**src/rtl/apb_bridge_pkg.sv**
```systemverilog
// rtl/apb_bridge_pkg.sv - shared types and helpers for the APB-to-APB bridge
//
// Purpose : bridge FSM state encoding, slot-index width and the wait-counter
//           width helper used by apb_bridge_sc.
// Ports   : none (package).
package apb_bridge_pkg;

  localparam int SLOT_IDX_W = 4;

  typedef enum logic [1:0] {
    IDLE   = 2'd0,
    SETUP  = 2'd1,
    ACCESS = 2'd2,
    RESP   = 2'd3
  } state_t;

  // Counter only has to reach TIMEOUT-1; keep at least one bit so the
  // disabled (TIMEOUT=0) and TIMEOUT=1 cases still elaborate.
  function automatic int wait_cnt_width(input int timeout);
    int w;
    w = $clog2(timeout);
    return (w < 1) ? 1 : w;
  endfunction

endpackage

```
**src/rtl/apb_bridge_slot_decode.sv**
```systemverilog
// rtl/apb_bridge_slot_decode.sv - slot index decode and mapped check
//
// Purpose : turns the 4-bit address slot field into a mapped flag and a
//           one-hot slave select (all zero when the slot is unmapped).
// Ports   : sel_field  in  SLOT_IDX_W  slot field taken from the master address
//           mapped     out 1           slot exists and is enabled in SLOT_MASK
//           sel_onehot out NUM_SLOTS   one-hot select for the addressed slot
module apb_bridge_slot_decode
  import apb_bridge_pkg::*;
#(
  parameter int          NUM_SLOTS = 16,
  parameter logic [15:0] SLOT_MASK = 16'hFFFF
) (
  input  logic [SLOT_IDX_W-1:0] sel_field,
  output logic                  mapped,
  output logic [NUM_SLOTS-1:0]  sel_onehot
);

  always_comb begin
    mapped = (32'(sel_field) < 32'(NUM_SLOTS)) && SLOT_MASK[sel_field];
    for (int i = 0; i < NUM_SLOTS; i++) begin
      sel_onehot[i] = mapped && (sel_field == SLOT_IDX_W'(i));
    end
  end

endmodule

```
**src/rtl/apb_bridge_sc.sv**
```systemverilog
// rtl/apb_bridge_sc.sv - single-clock APB master-to-multi-slave bridge
//
// Purpose : accepts one APB master transfer, replays it on the selected slave
//           slot, returns the slave response as a one-cycle PREADY_M pulse.
//           Unmapped slots error immediately; slow slaves are aborted after
//           TIMEOUT ACCESS cycles; error responses are counted (saturating).
// Ports   : PCLK/PRESET              clock, synchronous active-high reset
//           PSEL_M..PWDATA_M         master request inputs
//           PRDATA_M/PREADY_M/PSLVERR_M  registered master response
//           PSEL_S..PWDATA_S         registered slave request outputs
//           PRDATA_S/PREADY_S/PSLVERR_S  shared slave response inputs
//           TIMEOUT_EVT              pulse with PREADY_M on a timeout abort
//           ERR_COUNT                saturating count of error responses
module apb_bridge_sc
  import apb_bridge_pkg::*;
#(
  parameter int          DATA_WIDTH = 32,
  parameter int          ADDR_WIDTH = 32,
  parameter int          NUM_SLOTS  = 16,
  parameter int          SEL_LSB    = 24,
  parameter logic [15:0] SLOT_MASK  = 16'hFFFF,
  parameter int          TIMEOUT    = 256
) (
  input  logic                  PCLK,
  input  logic                  PRESET,
  input  logic                  PSEL_M,
  input  logic [ADDR_WIDTH-1:0] PADDR_M,
  input  logic                  PWRITE_M,
  input  logic                  PENABLE_M,
  input  logic [DATA_WIDTH-1:0] PWDATA_M,
  output logic [DATA_WIDTH-1:0] PRDATA_M,
  output logic                  PREADY_M,
  output logic                  PSLVERR_M,
  output logic [NUM_SLOTS-1:0]  PSEL_S,
  output logic [ADDR_WIDTH-1:0] PADDR_S,
  output logic                  PWRITE_S,
  output logic                  PENABLE_S,
  output logic [DATA_WIDTH-1:0] PWDATA_S,
  input  logic [DATA_WIDTH-1:0] PRDATA_S,
  input  logic                  PREADY_S,
  input  logic                  PSLVERR_S,
  output logic                  TIMEOUT_EVT,
  output logic [7:0]            ERR_COUNT
);

  localparam int             CNT_W     = wait_cnt_width(TIMEOUT);
  localparam logic [CNT_W-1:0] CNT_LIMIT = CNT_W'((TIMEOUT > 0) ? TIMEOUT - 1 : 0);

  state_t               state;
  logic [CNT_W-1:0]     wait_cnt;
  logic                 slot_mapped;
  logic [NUM_SLOTS-1:0] slot_sel;
  logic                 setup_req;

  apb_bridge_slot_decode #(
    .NUM_SLOTS (NUM_SLOTS),
    .SLOT_MASK (SLOT_MASK)
  ) u_slot_decode (
    .sel_field  (PADDR_M[SEL_LSB+SLOT_IDX_W-1:SEL_LSB]),
    .mapped     (slot_mapped),
    .sel_onehot (slot_sel)
  );

  assign setup_req = PSEL_M && !PENABLE_M;

  always_ff @(posedge PCLK) begin
    if (PRESET) begin
      state       <= IDLE;
      wait_cnt    <= '0;
      PRDATA_M    <= '0;
      PREADY_M    <= 1'b0;
      PSLVERR_M   <= 1'b0;
      PSEL_S      <= '0;
      PADDR_S     <= '0;
      PWRITE_S    <= 1'b0;
      PENABLE_S   <= 1'b0;
      PWDATA_S    <= '0;
      TIMEOUT_EVT <= 1'b0;
      ERR_COUNT   <= '0;
    end else begin
      // Pulses default low; set only on the edge that enters RESP.
      PREADY_M    <= 1'b0;
      TIMEOUT_EVT <= 1'b0;
      case (state)
        IDLE: begin
          if (setup_req) begin
            if (slot_mapped) begin
              state    <= SETUP;
              PSEL_S   <= slot_sel;
              PADDR_S  <= PADDR_M;
              PWRITE_S <= PWRITE_M;
              PWDATA_S <= PWRITE_M ? PWDATA_M : '0;
            end else begin
              // Unmapped: answer straight away without touching any slave.
              state     <= RESP;
              PREADY_M  <= 1'b1;
              PSLVERR_M <= 1'b1;
              PRDATA_M  <= '0;
            end
          end
        end
        SETUP: begin
          PENABLE_S <= 1'b1;
          wait_cnt  <= '0;
          state     <= ACCESS;
        end
        ACCESS: begin
          // Slave ready wins over a timeout reached on the same edge.
          if (PREADY_S || ((TIMEOUT != 0) && (wait_cnt == CNT_LIMIT))) begin
            state     <= RESP;
            PREADY_M  <= 1'b1;
            PSLVERR_M <= PREADY_S ? PSLVERR_S : 1'b1;
            PRDATA_M  <= PREADY_S ? PRDATA_S : '0;
            TIMEOUT_EVT <= !PREADY_S;
            PSEL_S    <= '0;
            PENABLE_S <= 1'b0;
            PADDR_S   <= '0;
            PWRITE_S  <= 1'b0;
            PWDATA_S  <= '0;
          end else begin
            wait_cnt <= wait_cnt + 1'b1;
          end
        end
        RESP: begin
          // PSLVERR_M still holds this transfer's error flag here.
          if (PSLVERR_M && (ERR_COUNT != 8'hFF)) begin
            ERR_COUNT <= ERR_COUNT + 8'd1;
          end
          PSLVERR_M <= 1'b0;
          state     <= IDLE;
        end
        default: state <= IDLE;
      endcase
    end
  end

endmodule

```
**config.mk**
```make
export PLATFORM = sky130hd
export DESIGN_NAME = apb_bridge_sc
export DESIGN_NICKNAME = d
export VERILOG_FILES = /design/src/rtl/apb_bridge_pkg.sv /design/src/rtl/apb_bridge_slot_decode.sv /design/src/rtl/apb_bridge_sc.sv
export SDC_FILE = /design/constraint.sdc
export NUM_CORES = 1
export LEC_CHECK = 0
export CORE_MARGIN = 5
export CORE_UTILIZATION = 40
export DETAILED_ROUTE_END_ITERATION = 10
export PLACE_DENSITY = 0.79
export SLEW_MARGIN = 20
export SYNTH_ARGS = -nofsm -noshare
export SYNTH_HDL_FRONTEND = slang
export SYNTH_SLANG_ARGS = --single-unit
export TNS_END_PERCENT = 10
```
**constraint.sdc**
```tcl
create_clock -name PCLK -period 2 [get_ports PCLK]
set_input_delay 0.3 -clock PCLK [delete_from_list [all_inputs] [get_ports PCLK]]
set_output_delay 0.3 -clock PCLK [all_outputs]
set_load 0.02 [all_outputs]
```
# After elaboration in Yosys (flattened, before gate mapping)
# Memory sizes are Yosys's and may differ from the RTL's.
# Cells that the tools add are included.
[word_totals]
ff_bits = 135
romBits = 16
in_bits = 103
output_inout_bits = 125
wordCells = 115
memories = 1
[classes]
n_addsub = 2
n_lt_le_gt_ge = 1
eq_ne = 25
mux = 38
bitwise_logic = 2
n_reduce_logical = 34
[memory_table]
columns = ["memory", "words", "word_bits", "rd", "rd_ports_with_merged_regs", "wr", "line", "text"]
rows = [
  ["(no name shown)", 16, 1, 1, 0, 0, "apb_bridge_slot_decode.sv:20", "mapped = (32'(sel_field) < 32'(NUM_SLOTS)) && SLOT_MASK[sel_field];"],
]
[ops]
columns = ["cell", "n"]
rows = [
  ["2-to-1 mux 32 bit", 10],
  ["case mux 32 bit (2 select lines)", 3],
  ["2-to-1 mux 16 bit", 3],
  ["equality test 4 bit (second input constant)", 8],
  ["case mux 16 bit (2 select lines)", 1],
  ["logical AND 1 bit", 18],
  ["adder 8 x 1 -> 8 bit (second input constant)", 2],
  ["equality test 4 x 3 -> 1 bit (second input constant)", 4],
  ["case mux 8 bit (2 select lines)", 1],
  ["AND reduction 4 bit", 3],
  ["2-to-1 mux 1 bit", 11],
  ["inequality test 2 bit (second input constant)", 5],
  ["equality test 4 x 2 -> 1 bit (second input constant)", 2],
  ["equality test 8 bit (second input constant)", 1],
  ["2-to-1 mux 8 bit", 1],
  ["inequality test 8 bit (second input constant)", 1],
  ["case mux 2 bit (4 select lines)", 1],
  ["AND reduction 2 bit", 4],
  ["2-to-1 mux 2 bit", 3],
  ["case mux 1 bit (2 select lines)", 3],
  ["less-than comparator 4 x 5 -> 1 bit (second input constant)", 1],
  ["equality test 2 bit (second input constant)", 2],
  ["equality test 4 x 1 -> 1 bit (second input constant)", 1],
  ["logical NOT 4 bit", 1],
  ["other kinds (9)", 12],
]

# Logic depth before layout (Yosys ltp)
[logic_depth]
ltp_word = 6
mapped_depth = 9
ltp_nobuf = 6

# Hierarchy
# From an unflattened synthesis, not the netlist that was laid out.
[hier_totals]
cells_unflattened = 419
hier_area_um2 = 4885.9
[by_module_without_submodules]
columns = ["module", "instances", "cells_per_inst", "area_per_inst_um2", "seq_area_each_um2"]
rows = [
  ["apb_bridge_sc", 1, 397, 4648.2, 2702.6],
  ["apb_bridge_slot_decode", 1, 22, 237.7, 0.0],
]

# Worst setup path before layout
# Ideal clock, no wire load.
[synth_timing]
path_type = "flip-flop to flip-flop"
start = "register state[0]"
end = "register PSEL_S[7]"
setup_time_ns = 0.116
arrival_ns = 1.736
t_required_ns = 1.884
slack_ns = 0.148
stages_incl_launch_ff = 9
path_buffers = 2
synth_period_minus_slack_ns = 1.852
cell_sequence = "dfxtp_1 > inv_1 > ha_1 > buf_2 > nor2b_1 > nor2b_1 > clkbuf_1 > nor3_1 > a31o_2"
[synth_via]
elab_chain_cells = 3
elab_cells_between_ends = 8
classes_between = "4 x eq/ne; 1 x mux; 3 x reduce/logical"
[synth_rtl]
columns = ["element", "line", "text"]
rows = [
  ["start: declaration", "apb_bridge_sc.sv:49", "state_t state;"],
  ["start signal: assignment", "apb_bridge_sc.sv:68", "state <= IDLE;"],
  ["start signal: assignment", "apb_bridge_sc.sv:88", "state <= SETUP;"],
  ["start signal: assignment", "apb_bridge_sc.sv:95", "state <= RESP;"],
  ["equality test 2 bit / logical NOT 2 bit (equally long branches)", "apb_bridge_sc.sv:84", "case (state)"],
  ["inequality test 2 bit (no source line) / nonzero test 2 bit (equally long branches)", "n/a", ""],
  ["AND reduction 4 bit (no source line)", "n/a", ""],
  ["end signal: assignment", "apb_bridge_sc.sv:89", "PSEL_S <= slot_sel;"],
  ["end: declaration", "apb_bridge_sc.sv:34", "output logic [NUM_SLOTS-1:0] PSEL_S,"],
]
# Several ways; a longest one is shown, not always the timed one.
# A chain may end at the register's enable or synchronous reset.

# Worst setup path after layout
[layout_timing]
start = "register state[0]"
end = "register PWDATA_S[24]"
[layout_via]
elab_chain_cells = 3
elab_cells_between_ends = 8
classes_between = "4 x eq/ne; 1 x mux; 3 x reduce/logical"
[layout_rtl]
columns = ["element", "line", "text"]
rows = [
  ["equality test 2 bit / logical NOT 2 bit (equally long branches)", "apb_bridge_sc.sv:84", ""],
  ["inequality test 2 bit (no source line) / nonzero test 2 bit (equally long branches)", "n/a", ""],
  ["AND reduction 4 bit (no source line)", "n/a", ""],
  ["end signal: assignment", "apb_bridge_sc.sv:92", "PWDATA_S <= PWRITE_M ? PWDATA_M : '0;"],
  ["end: declaration", "apb_bridge_sc.sv:38", "output logic [DATA_WIDTH-1:0] PWDATA_S,"],
]
# Several ways; a longest one is shown, not always the timed one.

==> flow_summary.toml <==
[floorplan]
pin_count = 228
fp.dieW_um = 119
die_area_mm2 = 0.0141
fp-row-count = 39
core_area_mm2 = 0.0115
dieHeight_um = 119
start_util = 0.411

[timing]
tns_ps = 0
skew_ps = 6.98
holdWs_ps = 468
timing.fmax_mhz = 535
fin_crit_sh = 0.934
finalHoldViolations = 0
rsz0062_at_grt = "no"
tightest_slew_ps = 470
fin_crit_ps = 1870
slew_headroom = 0.683
setup_violations = 0
finalMaxSlewViolations = 0
setup_ws_ps = 132

[worst_setup_path]
critPathKind = "reg -> reg"
regToRegSetupSlack_ps = 130
startpoint_type = "register"
cpPeakStageDelay_ps = 320
worstPathArrival_ps = 2160
crit_fanout = 26
cp.required_ps = 2300
path_cells = "inv_1 > ha_1 > inv_2 > o21ai_1 > a21oi_4 > buf_4 > a22o_1"
cp_slowest_cell = "o21ai_1"
endpoint_kind = "register"

[global_routing]
grt_pass1_vias = 4552
grt_usage = 0.210
antenna_found_initial = 0
grt_max_degree = 43
grt_pass1_wl_um = 23600
grt_overflow = 0

[final_layout]
n_fill_cell = 849
final_common_cell = "clkdlybuf4s50_1"
final_cell_mix = "227 x clkdlybuf4s50_1, 135 x dfxtp_1, 96 x a22o_1"
antenna_cells = 0
stdcell_area_mm2 = 0.00792
syn_to_final_growth_pct = 67.5
seq_area_mm2 = 0.00270
final_core_util = 0.688
final_nets = 777
stdcell_count = 823
drive_gt1_frac = 0.112
multi_input_area_mm2 = 0.00192

[synth]
ys_seq_area_frac = 0.571
synth_top_cell_by_area = "dfxtp_1"
synthFlopType = "dfxtp_1"
synth_top_area_frac = 0.571
synth_area_leaders = "dfxtp_1 57%, a22o_1 18%, ha_1 1.9%"
ys_types = 48
syn_nets = 536
async_flop_share = 0
syn_area_per_cell_um2 = 11.1
yosys_warnings = 0
syn_inst = 426
synth-seq-cells = 135
synth_area_mm2 = 0.00473
synth-edff-count = 0

[drt]
wl_met1_um = 5750
highest_layer = "met4"
ant_nets = 0
wl_um = 14900
drtPass1Iterations = 5
vias = 4339
post_drt_wl_per_cell_um = 18.1
drt-initial-drc-count = 337
via_per_inst = 5.27
drc = 0
dr_wl_met2_um = 7490
wl_met3_um = 1320

[run]
maxCapViolCount = 0

[cts]
cts_num_sinks = 135
cts-buffers-inserted = 17
clk_latency_ps = 410
clkTransAtPathRegs_ps = 60
htreeDepth = 4
cts.path.max_buffers = 2
tritoncts = "built"
hold_buffers = 0
root_buffer = "clkbuf_16"

[pwr]
p_leak_nw = 3.05
total_power_mw = 8.00
ir_drop_mv = 0.516
power.density_mw_per_mm2 = 1010

[run_status]
status = "completed"

[place]
place.gp.congestion = 0.895
dp.cells = 791
io_buffer_count = 227
postPlaceCellArea_mm2 = 0.00729
hpwl_um = 11100
dp_slack_ps = -128

[hold_path]
hold_path_class = "reg -> reg"
-- metal layers --
metal / up-vias / GRT usage
met4: 0 / 0.0883
met1: 2030 / 0.225
met5: - / 0
met3: 27 / 0.0898
li1: 2096 / -
met2: 186 / 0.362
-- synth_stat cells (2+ instances only) --
master     number
mux2i_1         6
nand4_1         3
inv_1           6
nand3_1        12
or4_1          11
and4_1          2
nand2b_1        3
and3_1          3
o21a_1          2
nor2b_1         2
xor2_1          5
a21oi_1        12
o21ai_0         9
dfxtp_1       135
clkbuf_1       23
nor3_1          7
ha_1            7
o211ai_1        3
a22o_1         96
a32o_1          3
a31o_2          6
buf_2           7
nor2_1         16
o2111ai_1       2
and2_1          3
nand2_1        19
o31ai_1         2
-- where the power goes --
group | switching (mW) | leakage [nW] | internal, mW
clock | 1.14 | 0.291 | 2.01
combinational | 0.896 | 1.67 | 0.880
sequential | 0.139 | 1.09 | 2.92
total | 2.18 | 3.05 | 5.82
-- cell families after synthesis --
logic type / Yosys count / synth area share
DFF: 135 / 0.571
AOI/OAI and AO/OA: 144 / 0.248
xor gates and xnor gates: 5 / 0.00926
muxes: 7 / 0.0151
and+or+nand+nor: 90 / 0.105
buffers and inverters: 38 / 0.0336
adders and majority gates: 7 / 0.0185
-- worst max-delay path: cells and delay by family (launching register included) --
kind | cells | cell delay (ps)
AO/OA/AOI/OAI | 3 | 710
adder cells (fa/ha/maj) | 1 | 300
flip-flops | 1 | 310
buffers and inverters | 3 | 420
-- area by class of cell --
cell class / instances / area share
flip-flops and latches: 135 / 0.341
repair buffers: 253 / 0.315
multi-input cells: 253 / 0.242
clock buffers: 19 / 0.0572
well taps: 143 / 0.0226
clock inverters: 13 / 0.0194
inverters: 7 / 0.00332
-- final timing paths --
check / to / cells past startpoint / startpoint
max reg2reg: PWDATA_S[24]$_SDFFE_PP0P_ / 7 / state[0]$_SDFFE_PP0P_
min reg2reg: PSEL_S[12]$_SDFFE_PP0P_ / 2 / PSEL_S[12]$_SDFFE_PP0P_
max: PWDATA_S[24]$_SDFFE_PP0P_ / 7 / state[0]$_SDFFE_PP0P_
min: PSEL_S[12]$_SDFFE_PP0P_ / 2 / PSEL_S[12]$_SDFFE_PP0P_
-- registers in the layout, summed over array words and instances, names as in the netlist, 2 cells and up --
name	count
PADDR_S	32
PRDATA_M	32
PWDATA_S	32
PSEL_S	16
ERR_COUNT	8
wait_cnt	8
state	2
-- timing repair --
item,CTS,global route
endpoints found under the setup margin,0,81
gates resized for setup,0,6
setup buffers,0,0
Power figures use the tool's default switching activity.
==> RTL edit 1: new RTL, same settings <==
Set the package constant `SLOT_IDX_W` to 2 (it was 4).
--- a/src/rtl/apb_bridge_pkg.sv
+++ b/src/rtl/apb_bridge_pkg.sv
@@ -5,7 +5,7 @@
 // Ports   : none (package).
 package apb_bridge_pkg;
 
-  localparam int SLOT_IDX_W = 4;
+  localparam int SLOT_IDX_W = 2;
 
   typedef enum logic [1:0] {
     IDLE   = 2'd0,
Check against the original RTL: not equivalent (Yosys sat finds a counterexample within 4 cycles, from zero or initial values and one cycle with PRESET high).
==> RTL edit 1 against the unedited design <==
- sequential cell count decreased by 12
- synthesized cell count increased by 40%
- non-clock buffer count decreased by 4
- die area increased by 11%
- worst setup slack got worse by 0.045 ns
- routed wire length increased by 10%
- hold slack got worse by 0.21 ns
- global-route usage decreased by 0.91 points
- cell area increased by 5.6%
- area after synthesis increased by 12%
- critical path type unchanged
- highest routed layer unchanged
Power is not compared: it rests on default switching activity, and its combinational part moved more than twofold at a synthesized area within 25%.
==> RTL edit 1: results (changes against the unedited design) <==
==================================================================================
Global-route wire length before repair ..............................      25.9 mm   was 23.6 mm
Nets ................................................................          913   was 777
Family of cells with the greatest summed delay on the critical path . simple AND/OR/NAND/NOR gates   was compound AO/OA/AOI/OAI gates
Fin Clk Skew ........................................................   0.00733 ns   was 0.00698 ns
Detail Placement HPWL ...............................................      11.3 mm   was 11.1 mm
Data arrival, critical path .........................................      2.24 ns   was 2.16 ns
Type of the worst min-delay path .................................... input pin to register   was register to register
Largest stage delay on the critical path ............................      0.37 ns   was 0.32 ns
RD Place Congestion .................................................        0.810   was 0.895
Fill cell total of the finished layout ..............................         1048   was 849
Global Route Usage Sum ..............................................        0.201   was 0.210
Drt first-iter violations ...........................................          283   was 337
FF-to-FF Start ......................................................  wait_cnt[0]   was state[0]
Min-delay src .......................................................       PRESET   was PSEL_S[12]
Maximum fanout count along the critical path ........................           16   was 26
Fraction of final layout cells with drive strength greater than 1 ...        0.118   was 0.112
Finished Cell Area ..................................................    8370 um^2   was 7920 um^2
Async set-or-reset flop fraction in the synthesized netlist .........            0   unchanged
Routed vias .........................................................         5199   was 4339
Maximum VDD drop ....................................................     0.684 mV
Number of global-route vias before repair ...........................         5134   was 4552
Slowest cell on the critical path ...................................      dfxtp_1   was o21ai_1
Pin count of the biggest net entering global routing ................           56   was 43
Post-Place Cell Area ................................................    7670 um^2   was 7290 um^2
Status ..............................................................    completed   unchanged
Register clock-pin slew on the reported worst setup and hold paths ..      0.06 ns   about the same
Net count after synthesis ...........................................          707   was 536
Proportion of synthesized chip area in sequential cells .............        0.467   was 0.571
WL/cell .............................................................      16.6 um   was 18.1 um
List of most frequent post-synthesis cells .......................... dfxtp_1, nand2_1, a21oi_1   was dfxtp_1, a22o_1, clkbuf_1
Tightest slew margin relative to the limit ..........................        0.694   was 0.683
Diodes inserted .....................................................            0   unchanged
Count of cell types in the netlist ..................................           45   was 48
Cell types with the largest area share after synthesis .............. dfxtp_1, nand2_1, mux2i_1   was dfxtp_1, a22o_1, ha_1
==================================================================================
==> RTL edit 1: cell count changes in the layout (fill, tap and decap cells not counted), sizes merged, moves of 29 or more <==
cell    unedited run  this run
a22o              96         0
nand2             19       108
a21oi             12        46
nand3b             1        33
o21ai             11        43
mux2i              6        35
==> RTL edit 1: cell type report <==
| type | count | area share |
|---|---|---|
| timing repair buffer | 249 | 0.304 |
| multi-input combinational | 406 | 0.297 |
| sequential | 123 | 0.294 |
| clock buffer | 26 | 0.0633 |
| tap | 176 | 0.0263 |
| clock inverter | 6 | 0.0126 |
| inverter | 6 | 0.00269 |
==> RTL edit 1: metrics by stage <==
step	setup slack (ns)	hold WS [ns]	cells
after floorplan	0.0105	0.440	597
after detailed placement	-0.0312	0.450	956
after CTS	0.0185	0.228	988
after global placement	0.0717	0.440	956
after global routing	0.00314	0.267	992
final	0.0877	0.256	992
==> RTL edit 1: power by group through the flow <==
stage	Clock [mW]	Sequential, mW	Combinational (mW)
after floorplan	0	3.73	2.00
after global placement	0	3.20	4.17
after detailed placement	0	3.23	4.25
after CTS	3.30	3.19	4.29
after global routing	3.44	3.24	4.72
final	3.25	3.19	4.43
==> RTL edit 1: routing by layer <==
layer / part of all wire / GRT usage / vias to the layer above
li1: - / - / 2495
met1: 0.42 / 0.238 / 2459
met2: 0.47 / 0.323 / 212
met3: 0.083 / 0.0755 / 33
met4: 0.024 / 0.0886 / 0
met5: 0 / 0 / -
==> RTL edit 1: cells by family (layout without fill, tap and decap cells) <==
group / after synthesis / after routing / share of synthesized area
AOI/OAI and AO/OA: 135 / 135 / 0.158
xor gates and xnor gates: 5 / 5 / 0.00830
adders and majority gates: 7 / 7 / 0.0166
and+or+nand+nor: 224 / 224 / 0.217
DFF: 123 / 123 / 0.467
muxes: 35 / 35 / 0.0664
buffers and inverters: 68 / 287 / 0.0667
==> RTL edit 1: path summary, 6_finish.rpt <==
kind	end	slack, ns	cells after the start
setup / recovery	PRDATA_M[3]	0.09	7
hold / removal	PSEL_S[14]	0.26	2
setup reg to reg	PRDATA_M[3]	0.09	7
hold reg to reg	PRDATA_M[20]	0.46	2
==> RTL edit 1: what timing repair did <==
action / in CTS / in global routing
endpoints found under the setup margin: 0 / 56
resized for setup: 0 / 5
buffers inserted: 0 / 2
==> RTL edit 2: new RTL, config.mk and constraints unchanged <==
Without the edit above. Re-encode `state_t` (4 states) as Gray code, 2 bits wide.
--- a/src/rtl/apb_bridge_pkg.sv
+++ b/src/rtl/apb_bridge_pkg.sv
@@ -8,10 +8,10 @@
   localparam int SLOT_IDX_W = 4;
 
   typedef enum logic [1:0] {
-    IDLE   = 2'd0,
-    SETUP  = 2'd1,
-    ACCESS = 2'd2,
-    RESP   = 2'd3
+    IDLE   = 2'b00,
+    SETUP  = 2'b01,
+    ACCESS = 2'b11,
+    RESP   = 2'b10
   } state_t;
 
   // Counter only has to reach TIMEOUT-1; keep at least one bit so the
Behaviour: same outputs for any inputs over 4 cycles, from zero or initial values and one cycle with PRESET high; so few cycles prove little.
==> RTL edit 2 against the unedited design <==
- sequential cell count is the same
- worst setup slack gained 0.020 ns
- area after synthesis grew 8.4%
- clock skew is essentially flat
- via count grew 18%
- cell area grew 4.6%
- routed wire length grew 10%
Power is not compared: it rests on default switching activity, and its combinational part moved more than twofold at a synthesized area within 25%.
==> RTL edit 2: results (changes against the unedited design) <==
================================================================================
Tightest slew margin relative to the limit ........................        0.720   was 0.683
Met1 wire length ..................................................      6.71 mm   was 5.75 mm
Count of cell types in the netlist ................................           44   was 48
Maximum fanout count along the critical path ......................           32   was 26
Count of input and output buffers .................................          227   unchanged
RD Place Congestion ...............................................        0.860   was 0.895
Total placed cells including tap cells ............................          943   was 791
Detail Placement HPWL .............................................      11.8 mm   was 11.1 mm
Vias per inst .....................................................         5.24   was 5.27
Maximum count of clock buffers along a single path ................            2   unchanged
Finished Cell Area ................................................    8290 um^2   was 7920 um^2
Global-route wire length before repair ............................      25.4 mm   was 23.6 mm
Post-synthesis area per instance ..................................    9.01 um^2   was 11.1 um^2
List of most frequent post-synthesis cells ........................ dfxtp_1, nand2_1, a21oi_1   was dfxtp_1, a22o_1, clkbuf_1
Drt first-iter violations .........................................          364   was 337
Largest registers ................................................. PADDR_S (32), PRDATA_M (32), PWDATA_S (32)   unchanged
Global-route track usage on met3 ..................................       0.0704   was 0.0898
Total met3 wirelength after detailed routing ......................      1.26 mm   was 1.32 mm
Nets ..............................................................          895   was 777
Global Route Usage Sum ............................................        0.211   was 0.210
Net count after synthesis .........................................          674   was 536
Worst slack, placed ...............................................   -0.0411 ns   was -0.128 ns
Async set-or-reset flop fraction in the synthesized netlist .......            0   unchanged
Commonest register cell after synthesis ...........................      dfxtp_1   unchanged
Type of the worst min-delay path .................................. input pin to register   was register to register
Fill cell total of the finished layout ............................         1024   was 849
Clock network latency to the later pin of the worst-skew pair .....      0.41 ns   about the same
Met2 layer usage reported by global route .........................        0.349   was 0.362
Post-detailed-routing wire length .................................      16.4 mm   was 14.9 mm
Routed vias .......................................................         5107   was 4339
Fin Clk Skew ......................................................   0.00720 ns   was 0.00698 ns
Proportion of synthesized chip area in sequential cells ...........        0.527   was 0.571
Status ............................................................    completed   unchanged
Fraction of final layout cells with drive strength greater than 1 .       0.0834   was 0.112
Total met2 wirelength after detailed routing ......................      8.16 mm   was 7.49 mm
Post-Place Cell Area ..............................................    7630 um^2   was 7290 um^2
Cell types with the largest area share after synthesis ............ dfxtp_1, a21oi_1, nand2_1   was dfxtp_1, a22o_1, ha_1
================================================================================
-- RTL edit 2: changes by cell type in the layout (fill, tap and decap cells not counted), moves of 5 or more --
cell      delta
a31oi_1      +5
a22o_1      -64
nand2_1     +92
a31o_2       -6
o211ai_1    +47
a21oi_1     +81
or4_1        -9
-- RTL edit 2: worst paths after layout --
kind / startpoint / end / slack (ns) / depth (start not counted)
setup reg to reg: wait_cnt[0] / PRDATA_M[28] / 0.15 / 6
hold / removal: PRESET / state[1] / 0.22 / 2
setup / recovery: wait_cnt[0] / PRDATA_M[28] / 0.15 / 6
hold reg to reg: PADDR_S[23] / PADDR_S[23] / 0.45 / 2
-- RTL edit 2: where the power goes --
part	internal [mW]	total (mW)	switching (mW)
sequential	2.76	2.80	0.0423
combinational	0.378	0.739	0.361
clock	2.28	3.42	1.15
-- RTL edit 2: kinds of logic (layout without fill, tap and decap cells) --
kind of cell | Yosys count | after routing | synth area share
buffers and inverters | 51 | 285 | 0.0449
AND/OR/NAND/NOR | 182 | 182 | 0.167
flip-flops | 135 | 135 | 0.527
multiplexers | 3 | 3 | 0.00586
adder cells (fa/ha/maj) | 2 | 2 | 0.00488
XOR/XNOR | 2 | 2 | 0.00342
AO/OA/AOI/OAI | 194 | 194 | 0.247
-- RTL edit 2: worst max-delay path, cell delays in order, from the launching register on --
cell and delay (ns):
dfxtp_1 0.40, ha_1 0.30, nand3_1 0.14, o21bai_2 0.27, a31oi_2 0.16, buf_12 0.20
a22o_1 0.26
-- RTL edit 2: cell type report --
class,count,area [um^2],area share
Multi-Input combinational cell,383,2230,0.269
Clock buffer,20,457,0.0551
Inverter,3,11.3,0.00136
Clock inverter,12,199,0.0240
Sequential cell,135,2700,0.326
Tap cell,172,215,0.0260
Timing Repair Buffer,250,2480,0.299
